<file path="src/rtl/harness_run_ctrl_if.sv">
// Control/status bundle between the host-side run sequencer and harness_run_ctrl.
// The master drives the run requests and the DUT success; the slave reports status.
interface harness_run_ctrl_if #(
  parameter int unsigned CNT_W = 64
);
  logic             start;
  logic [CNT_W-1:0] max_cycles;
  logic             verbose;
  logic             abort;
  logic             dut_success;
  logic             dut_reset;
  logic             printf_cond;
  logic             running;
  logic             done;
  logic             pass;
  logic             timed_out;
  logic             aborted;
  logic [CNT_W-1:0] cycle_count;
  logic             heartbeat;

  modport master (
    output start, max_cycles, verbose, abort, dut_success,
    input  dut_reset, printf_cond, running, done, pass, timed_out, aborted, cycle_count,
           heartbeat
  );

  modport slave (
    input  start, max_cycles, verbose, abort, dut_success,
    output dut_reset, printf_cond, running, done, pass, timed_out, aborted, cycle_count,
           heartbeat
  );
endinterface

</file>
<file path="src/rtl/harness_run_ctrl.sv">
// Run controller for the simulation top: sequences DUT reset, counts run cycles, gates printf
// and reports pass / timeout / abort through sticky status flags.
module harness_run_ctrl #(
  parameter int unsigned RESET_DELAY  = 4,
  parameter int unsigned CNT_W        = 64,
  parameter int unsigned DRAIN_CYCLES = 16,
  parameter int unsigned HB_LOG2      = 20
) (
  input logic               clk,
  input logic               reset_n,
  harness_run_ctrl_if.slave ctrl
);

  localparam int unsigned MaxDly = (RESET_DELAY > DRAIN_CYCLES) ? RESET_DELAY : DRAIN_CYCLES;
  localparam int unsigned DlyW   = $clog2(MaxDly + 1);

  typedef enum logic [2:0] {StIdle, StRst, StRun, StDrain, StDone} state_e;

  state_e           state_q;
  logic [CNT_W-1:0] max_q;
  logic [CNT_W-1:0] cnt_q;
  logic             verbose_q;
  logic [DlyW-1:0]  dly_q;
  logic             dut_reset_q;
  logic             printf_q;
  logic             running_q;
  logic             done_q;
  logic             pass_q;
  logic             timed_out_q;
  logic             aborted_q;
  logic             hb_q;

  always_ff @(posedge clk) begin
    if (!reset_n) begin
      state_q     <= StIdle;
      max_q       <= '0;
      cnt_q       <= '0;
      verbose_q   <= 1'b0;
      dly_q       <= '0;
      dut_reset_q <= 1'b1;
      printf_q    <= 1'b0;
      running_q   <= 1'b0;
      done_q      <= 1'b0;
      pass_q      <= 1'b0;
      timed_out_q <= 1'b0;
      aborted_q   <= 1'b0;
      hb_q        <= 1'b0;
    end else begin
      hb_q <= (state_q == StRun) && (&cnt_q[HB_LOG2-1:0]);
      unique case (state_q)
        StIdle, StDone: begin
          if (ctrl.start) begin
            max_q       <= ctrl.max_cycles;
            verbose_q   <= ctrl.verbose;
            cnt_q       <= '0;
            pass_q      <= 1'b0;
            timed_out_q <= 1'b0;
            aborted_q   <= 1'b0;
            done_q      <= 1'b0;
            dly_q       <= DlyW'(RESET_DELAY - 1);
            state_q     <= StRst;
          end
        end
        StRst: begin
          if (ctrl.abort) begin
            aborted_q <= 1'b1;
            done_q    <= 1'b1;
            state_q   <= StDone;
          end else if (dly_q == '0) begin
            dut_reset_q <= 1'b0;
            running_q   <= 1'b1;
            printf_q    <= verbose_q;
            state_q     <= StRun;
          end else begin
            dly_q <= dly_q - 1'b1;
          end
        end
        StRun: begin
          // abort > dut_success > timeout; cnt_q freezes on any exit
          if (ctrl.abort || (!ctrl.dut_success && max_q != '0 && cnt_q == max_q)) begin
            aborted_q   <= ctrl.abort;
            timed_out_q <= !ctrl.abort;
            dut_reset_q <= 1'b1;
            running_q   <= 1'b0;
            printf_q    <= 1'b0;
            done_q      <= 1'b1;
            state_q     <= StDone;
          end else if (ctrl.dut_success) begin
            pass_q  <= 1'b1;
            dly_q   <= DlyW'(DRAIN_CYCLES - 1);
            state_q <= StDrain;
          end else begin
            cnt_q <= cnt_q + 1'b1;
          end
        end
        StDrain: begin
          if (ctrl.abort || dly_q == '0) begin
            aborted_q   <= ctrl.abort;
            dut_reset_q <= 1'b1;
            running_q   <= 1'b0;
            printf_q    <= 1'b0;
            done_q      <= 1'b1;
            state_q     <= StDone;
          end else begin
            dly_q <= dly_q - 1'b1;
          end
        end
        default: state_q <= StIdle;
      endcase
    end
  end

  assign ctrl.dut_reset   = dut_reset_q;
  assign ctrl.printf_cond = printf_q;
  assign ctrl.running     = running_q;
  assign ctrl.done        = done_q;
  assign ctrl.pass        = pass_q;
  assign ctrl.timed_out   = timed_out_q;
  assign ctrl.aborted     = aborted_q;
  assign ctrl.cycle_count = cnt_q;
  assign ctrl.heartbeat   = hb_q;

endmodule

</file>
<file path="src/flat_wrapper.sv">
// flat-port wrapper written by rule: the top's interface ports become plain ports
module harness_run_ctrl_flat 
#(
  parameter int unsigned RESET_DELAY  = 4,
  parameter int unsigned CNT_W        = 64,
  parameter int unsigned DRAIN_CYCLES = 16,
  parameter int unsigned HB_LOG2      = 20
)
  (clk, reset_n, ctrl_start, ctrl_max_cycles, ctrl_verbose, ctrl_abort, ctrl_dut_success, ctrl_dut_reset, ctrl_printf_cond, ctrl_running, ctrl_done, ctrl_pass, ctrl_timed_out, ctrl_aborted, ctrl_cycle_count, ctrl_heartbeat);
  harness_run_ctrl_if #(.CNT_W(CNT_W)) ctrl_i ();
  input logic clk;
  input logic reset_n;
  input wire logic [$bits(ctrl_i.start)-1:0] ctrl_start;
  input wire logic [$bits(ctrl_i.max_cycles)-1:0] ctrl_max_cycles;
  input wire logic [$bits(ctrl_i.verbose)-1:0] ctrl_verbose;
  input wire logic [$bits(ctrl_i.abort)-1:0] ctrl_abort;
  input wire logic [$bits(ctrl_i.dut_success)-1:0] ctrl_dut_success;
  output wire logic [$bits(ctrl_i.dut_reset)-1:0] ctrl_dut_reset;
  output wire logic [$bits(ctrl_i.printf_cond)-1:0] ctrl_printf_cond;
  output wire logic [$bits(ctrl_i.running)-1:0] ctrl_running;
  output wire logic [$bits(ctrl_i.done)-1:0] ctrl_done;
  output wire logic [$bits(ctrl_i.pass)-1:0] ctrl_pass;
  output wire logic [$bits(ctrl_i.timed_out)-1:0] ctrl_timed_out;
  output wire logic [$bits(ctrl_i.aborted)-1:0] ctrl_aborted;
  output wire logic [$bits(ctrl_i.cycle_count)-1:0] ctrl_cycle_count;
  output wire logic [$bits(ctrl_i.heartbeat)-1:0] ctrl_heartbeat;
  assign ctrl_i.start = ctrl_start;
  assign ctrl_i.max_cycles = ctrl_max_cycles;
  assign ctrl_i.verbose = ctrl_verbose;
  assign ctrl_i.abort = ctrl_abort;
  assign ctrl_i.dut_success = ctrl_dut_success;
  assign ctrl_dut_reset = ctrl_i.dut_reset;
  assign ctrl_printf_cond = ctrl_i.printf_cond;
  assign ctrl_running = ctrl_i.running;
  assign ctrl_done = ctrl_i.done;
  assign ctrl_pass = ctrl_i.pass;
  assign ctrl_timed_out = ctrl_i.timed_out;
  assign ctrl_aborted = ctrl_i.aborted;
  assign ctrl_cycle_count = ctrl_i.cycle_count;
  assign ctrl_heartbeat = ctrl_i.heartbeat;
  harness_run_ctrl #(.RESET_DELAY(RESET_DELAY), .CNT_W(CNT_W), .DRAIN_CYCLES(DRAIN_CYCLES), .HB_LOG2(HB_LOG2)) u_core (.clk(clk), .reset_n(reset_n), .ctrl(ctrl_i));
endmodule
</file>
<file path="config.mk">
export PLATFORM = sky130hd
export DESIGN_NAME = harness_run_ctrl_flat
export DESIGN_NICKNAME = d
export VERILOG_FILES = /design/src/rtl/harness_run_ctrl_if.sv /design/src/rtl/harness_run_ctrl.sv /design/src/flat_wrapper.sv
export SDC_FILE = /design/constraint.sdc
export NUM_CORES = 1
export LEC_CHECK = 0
export BUFFER_PORTS_ARGS = -buffer_cell sky130_fd_sc_hd__buf_2
export CAP_MARGIN = 20
export CORE_MARGIN = 10
export CORE_UTILIZATION = 40
export CTS_CLUSTER_DIAMETER = 50
export DETAILED_ROUTE_END_ITERATION = 10
export GPL_TIMING_DRIVEN = 0
export PLACE_DENSITY_LB_ADDON = 0.1
export SLEW_MARGIN = 20
export SYNTH_ARGS = -nofsm -noshare
export SYNTH_HDL_FRONTEND = slang
export SYNTH_SLANG_ARGS = --single-unit
export TNS_END_PERCENT = 50
</file>
<file path="constraint.sdc">
create_clock -name clk -period 2.3 [get_ports clk]
set_clock_uncertainty 0.15 [all_clocks]
set_input_delay 0.115 -clock clk [delete_from_list [all_inputs] [get_ports clk]]
set_output_delay 0.115 -clock clk [all_outputs]
set_load 0.02 [all_outputs]
</file>
## Word level (Yosys, flattened, before mapping)

Cells that the tools add are included.

- Shift operators: 0
- Div/mod/pow operators: 0
- Bitwise logic cells: 0
- Equal/unequal tests: 18
- Magnitude comparators: 0
- Add/sub/neg operators: 2
- Reduce and logical (&&, ||, !) cells: 23
- $mul: 0
- Mux-type cells: 42

Operator list:

| cell | count |
|---|---|
| $mux 64 | 3 |
| $pmux 64 s2 | 1 |
| $add 64x1->64 const B | 1 |
| $eq 64x64->1 | 1 |
| $reduce_bool 64->1 | 1 |
| $mux 5 | 6 |
| $pmux 5 s4 | 1 |
| $reduce_and 20->1 | 1 |
| $mux 3 | 6 |
| $ne 2x2->1 const B | 9 |
| $mux 1 | 17 |
| $pmux 3 s4 | 1 |
| $reduce_and 4->1 | 3 |
| $reduce_and 5->1 | 2 |
| $pmux 1 s3 | 3 |
| $pmux 1 s4 | 2 |
| $reduce_and 7->1 | 1 |
| $eq 3x2->1 const B | 2 |
| $logic_not 5->1 | 1 |
| $sub 5x1->5 const B | 1 |
| $ne 2x1->1 const B | 2 |
| $pmux 1 s2 | 2 |
| $reduce_bool 4->1 | 1 |
| $eq 3x1->1 const B | 1 |
| 12 further kinds | 16 |

- Word-level logic and storage cells: 98
- Input bits: 70
- Memories: 0
- Bits in registers: 145
- Memory bits (read-only): 0
- RAM bits: 0
- Bits in latches: 0

## Longest topological paths before layout

- Depth in word-level cells: 6
- Depth in mapped cells: 11
- Mapped depth without buffers: 8

## Least setup slack after synthesis

Ideal clock, no wire load.

- Kind: register to register
- Start point: register u_core.cnt_q[0] (netlist: u_core.ctrl.cycle_count[0])
- End point: register u_core.cnt_q[46] (netlist: u_core.ctrl.cycle_count[46])
- Clock period less this slack: 2.699 ns
- Path slack: -0.399 ns
- Stages on the path, launching flop included: 9
- Data required time: 2.080 ns
- Arrival: 2.479 ns
- Setup time: 0.070 ns
- Buffers on the path: 0
- Cells stage by stage: dfxtp_1 ha_1 nand3_1 or4_4 nor3_4 nand3_2 or3_1 or3_1 a21oi_1

- Word-level cells in the longest chain between the ends: 5

Ends and longest elaborated chain:

| item | line | text |
|---|---|---|
| start, declared | harness_run_ctrl.sv:21 | `logic [CNT_W-1:0] cnt_q;` |
| start signal, assigned | harness_run_ctrl.sv:93 | `cnt_q <= cnt_q + 1'b1;` |
| branches (longest 5 deep; another with $add 64x1->64) | -- |  |

Parallel ways; which one is timed is not known. The select of a mux whose other input is x is not followed.
A chain may end at the register's enable or synchronous reset.

## Final worst setup path

- Start point: register u_core.cnt_q[8] (netlist: u_core.ctrl.cycle_count[8])
- End point: register u_core.cnt_q[5] (netlist: u_core.ctrl.cycle_count[5])

- Word-level cells in the longest chain between the ends: 5

Ends and longest elaborated chain:

| item | line | text |
|---|---|---|
| $eq 64x64->1 | harness_run_ctrl.sv:80 | `if (ctrl.abort \|\| (!ctrl.dut_success && max_q != '0 && cnt_q == max_q)) begin` |
| $logic_and 1x1->1 | harness_run_ctrl.sv:80 |  |
| $logic_or 1x1->1 | harness_run_ctrl.sv:80 |  |
| $ne 2x2->1 (no source line) | -- |  |
| $reduce_and 4->1 (no source line) | -- |  |

Every way passes these cells.

==> results.sh <==
export IMPL_drt_iter0_markers=611
export IMPL_track_usage_pct=23.8
export IMPL_first_pass_iters=5
export IMPL_hold_class="in2reg"
export IMPL_holdWs_ps=78.4
export IMPL_dpl_instance_area_sq_um=8670
export IMPL_die_w_um=157
export IMPL_status="finished, violations left"
export IMPL_syn_nets=1004
export IMPL_fmax_ghz=0.393
export IMPL_route_met2_wl_um=13700
export IMPL_ir_worst_vdd_mv=0.541
export IMPL_rrSetupSlack_ps=-250
export IMPL_syn_area_sq_um=7470
export IMPL_whs_endpoint="u_core.ctrl.cycle_count[4]"
export IMPL_grt_pass1_wl_um=45100
export IMPL_synth_edf_count=0
export IMPL_p_per_area_nw_per_um2=612
export IMPL_finalSetupViolations=68
export IMPL_synth_top_family_by_area="simple AND/OR/NAND/NOR gates"
export IMPL_drt_wl_total_um=30000
export IMPL_ant_nets=0
export IMPL_syn_to_final_growth_pct=46.0
export IMPL_drc=0
export IMPL_hpwlAfterDp_um=21800
export IMPL_final_cell_mix="180 x nand2_1, 142 x buf_2, 82 x dfxtp_1"
export IMPL_slew_headroom_pct=52.0
export IMPL_hold_path_cell_count=4
export IMPL_hold_viol_final=0
export IMPL_start_util_pct=41.2
export IMPL_postLayoutCoreUtil_pct=60.1
export IMPL_synth_top_area_cell="dfxtp_1"
export IMPL_cts_buffer_depth=2
export IMPL_gp_congestion=0.900
export IMPL_synthTopCellsByArea="dfxtp_1 39%, nand2_1 9.3%, xor2_1 7.4%"
export IMPL_num_rows=49
export IMPL_p_leak_nw=4.70
export IMPL_rsz0062_at_grt="true"
export IMPL_portBuffers=140
export IMPL_insertion_delay_ps=430
export IMPL_final_area_sq_um=10900
export IMPL_fin_ws_ps=-247
export IMPL_async_flop_share_pct=0
export IMPL_final_common_cell="nand2_1"
export IMPL_ys_types=61
export IMPL_synth_xor_area_share_pct=7.74
export IMPL_critPathCaptureType="flip-flop"
export IMPL_worstSetupPathType="reg2reg"
export IMPL_grt_max_degree=17
export IMPL_syn_instance_count=931
export IMPL_vias=8122
export IMPL_fin_crit_ps=2550
export IMPL_synth_seq_cells=145
export IMPL_fin_nets=1267
export IMPL_clock_sinks=145
export IMPL_synth_ff_type="dfxtp_1"
export IMPL_synth_simple_gate_area_share_pct=30.3
export IMPL_r2r_end="u_core.ctrl.cycle_count[5]"
export IMPL_wl_per_cell_um=20.9
export IMPL_path_clk_slew_ps=60
export IMPL_slew_viol_final=0
export IMPL_num_io_pins=142
export IMPL_cts_tree="built"
export IMPL_avgViaCountPerCell=5.66
export IMPL_wl_met1_um=13200
export IMPL_die_y_um=157
export IMPL_synth_compound_area_share_pct=18.2
export IMPL_yosysWarnings=0
export IMPL_crit_required_ps=2470
export IMPL_failed_checks="setup timing"
export IMPL_synth_mux_area_fraction_pct=0.804
export IMPL_dieArea_sq_um=24500
export IMPL_cts_made_buffers=17
export IMPL_coreArea_sq_um=18100
export IMPL_ff2ff_path_depth=10
export IMPL_synthAdderAreaFrac_pct=0.503
export IMPL_routed_wl_met3_um=2200
export IMPL_total_power_w=0.00667
export IMPL_grt_overflow_total=0
export IMPL_top_layer="met4"
export IMPL_syn_area_per_cell_sq_um=8.02
export IMPL_max_cap_violations=0
export IMPL_pre_cts_slack_ps=-1200
export IMPL_yosysSeqAreaShare_pct=38.9
export IMPL_holdCritStartpoint="reset_n"
export IMPL_cp_arrival_ps=2720
export IMPL_antenna_found_initial=0
export IMPL_crit_reg2reg_launch="u_core.ctrl.cycle_count[8]"
export IMPL_startpoint_type="flip-flop"
export IMPL_antennaDiodeCount=0
export IMPL_worst_slew_pin_slew_ps=720
export IMPL_min_period_over_period_pct=111
export IMPL_layout_drive_gt1_share_pct=32.2
export IMPL_synth_top_area_share_pct=38.9
export IMPL_grt_pass1_vias=7717
export IMPL_cts_root_buf="clkbuf_16"
export IMPL_h_tree_depth=4
export IMPL_cp_max_fo=8
==> logic make-up (layout without fill, tap and decap cells) <==
| kind of cell | after synthesis | after routing |
|---|---|---|
| and+or+nand+nor | 438 | 438 |
| AOI/OAI and AO/OA | 207 | 207 |
| DFF | 145 | 145 |
| buffers and inverters | 66 | 341 |
| xor gates and xnor gates | 66 | 66 |
| adders and majority gates | 3 | 3 |
| muxes | 6 | 6 |
==> final cells by class <==
type / count / area (sq um)
plain buffers: 50 / 372
clock buffers: 21 / 503
clock inverters: 10 / 100
fillers: 1652 / 7240
inverters: 8 / 30.0
multi-input cells: 720 / 4780
flip-flops and latches: 145 / 3030
well taps: 229 / 287
repair buffers: 252 / 1810
==> cell usage after synthesis, types with 6 or more instances <==
master,n
a21boi_0,67
o21ai_0,43
a21oi_1,46
dfxtp_1,145
or3_1,30
or4_1,12
and2_1,8
and3_1,18
nand2b_1,8
mux2i_1,6
nand3_1,35
o211ai_1,14
nand2_1,186
and4_1,11
nor2_1,33
inv_1,8
nand4_1,31
nor4_1,35
buf_2,11
xor2_1,63
clkbuf_1,42
nor3_1,9
==> layer usage <==
| layer | GRT usage, % | vias to the layer above |
|---|---|---|
| met5 | 0 | - |
| met2 | 37.9 | 352 |
| met4 | 8.58 | 0 |
| met1 | 31.2 | 3832 |
| li1 | - | 3882 |
| met3 | 5.04 | 56 |
==> metrics by stage <==
stage,setup TNS (ps),instances
CTS,-10350,1417
global route,-18680,1435
detailed placement,-64970,1300
floorplan,-1510,931
global placement,-62020,1300
finish,-12250,1435
==> report_power, final <==
group | switching (W) | internal (W) | leakage, nW
Clock | 0.00115 | 0.00167 | 0.284
Combinational | 0.000634 | 0.000460 | 3.20
Sequential | 0.000142 | 0.00261 | 1.22
Total | 0.00193 | 0.00474 | 4.70
==> timing repair <==
item	4_1_cts	5_1_grt
endpoints found under the setup margin	124	95
hold buffers	67	0
buffers inserted	24	15
hold endpoints to repair	67	0
cloned	3	3
pin swaps	36	40
gates resized for setup	100	62
==> critical path: stages, from the launching register on <==
cell       delay [ps]
dfxtp_4           380
buf_4             150
xor2_1            180
nor4_1            320
nand3_1           210
nor3_4            240
and2_4            240
clkbuf_16         180
buf_12            140
nor2_4             40
a41o_1            210
==> sequential cells by signal, summed over array words and instances (netlist names) <==
signal,flops
u_core.ctrl.aborted,1
u_core.ctrl.printf_cond,1
u_core.ctrl.cycle_count,64
u_core.ctrl.running,1
u_core.max_q,64
u_core.state_q,3
u_core.dly_q,5
u_core.ctrl.done,1
u_core.ctrl.dut_reset,1
u_core.ctrl.timed_out,1
u_core.ctrl.pass,1
u_core.ctrl.heartbeat,1
u_core.verbose_q,1
==> how the worst max path moves through the flow <==
stage | from | to | slack (ps) | cells past startpoint
2_1_floorplan | u_core.ctrl.cycle_count[8] | u_core.ctrl.cycle_count[46] | -140 | 8
3_3_place_gp | u_core.state_q[1] | u_core.ctrl.cycle_count[44] | -1150 | 8
3_5_place_dp | u_core.state_q[1] | u_core.ctrl.cycle_count[36] | -1200 | 8
4_1_cts | u_core.max_q[24] | u_core.ctrl.cycle_count[8] | -220 | 9
5_1_grt | u_core.ctrl.cycle_count[8] | u_core.ctrl.cycle_count[1] | -350 | 11
6_report | u_core.ctrl.cycle_count[8] | u_core.ctrl.cycle_count[5] | -250 | 10
No activity file was read; power rests on OpenSTA's default activity.
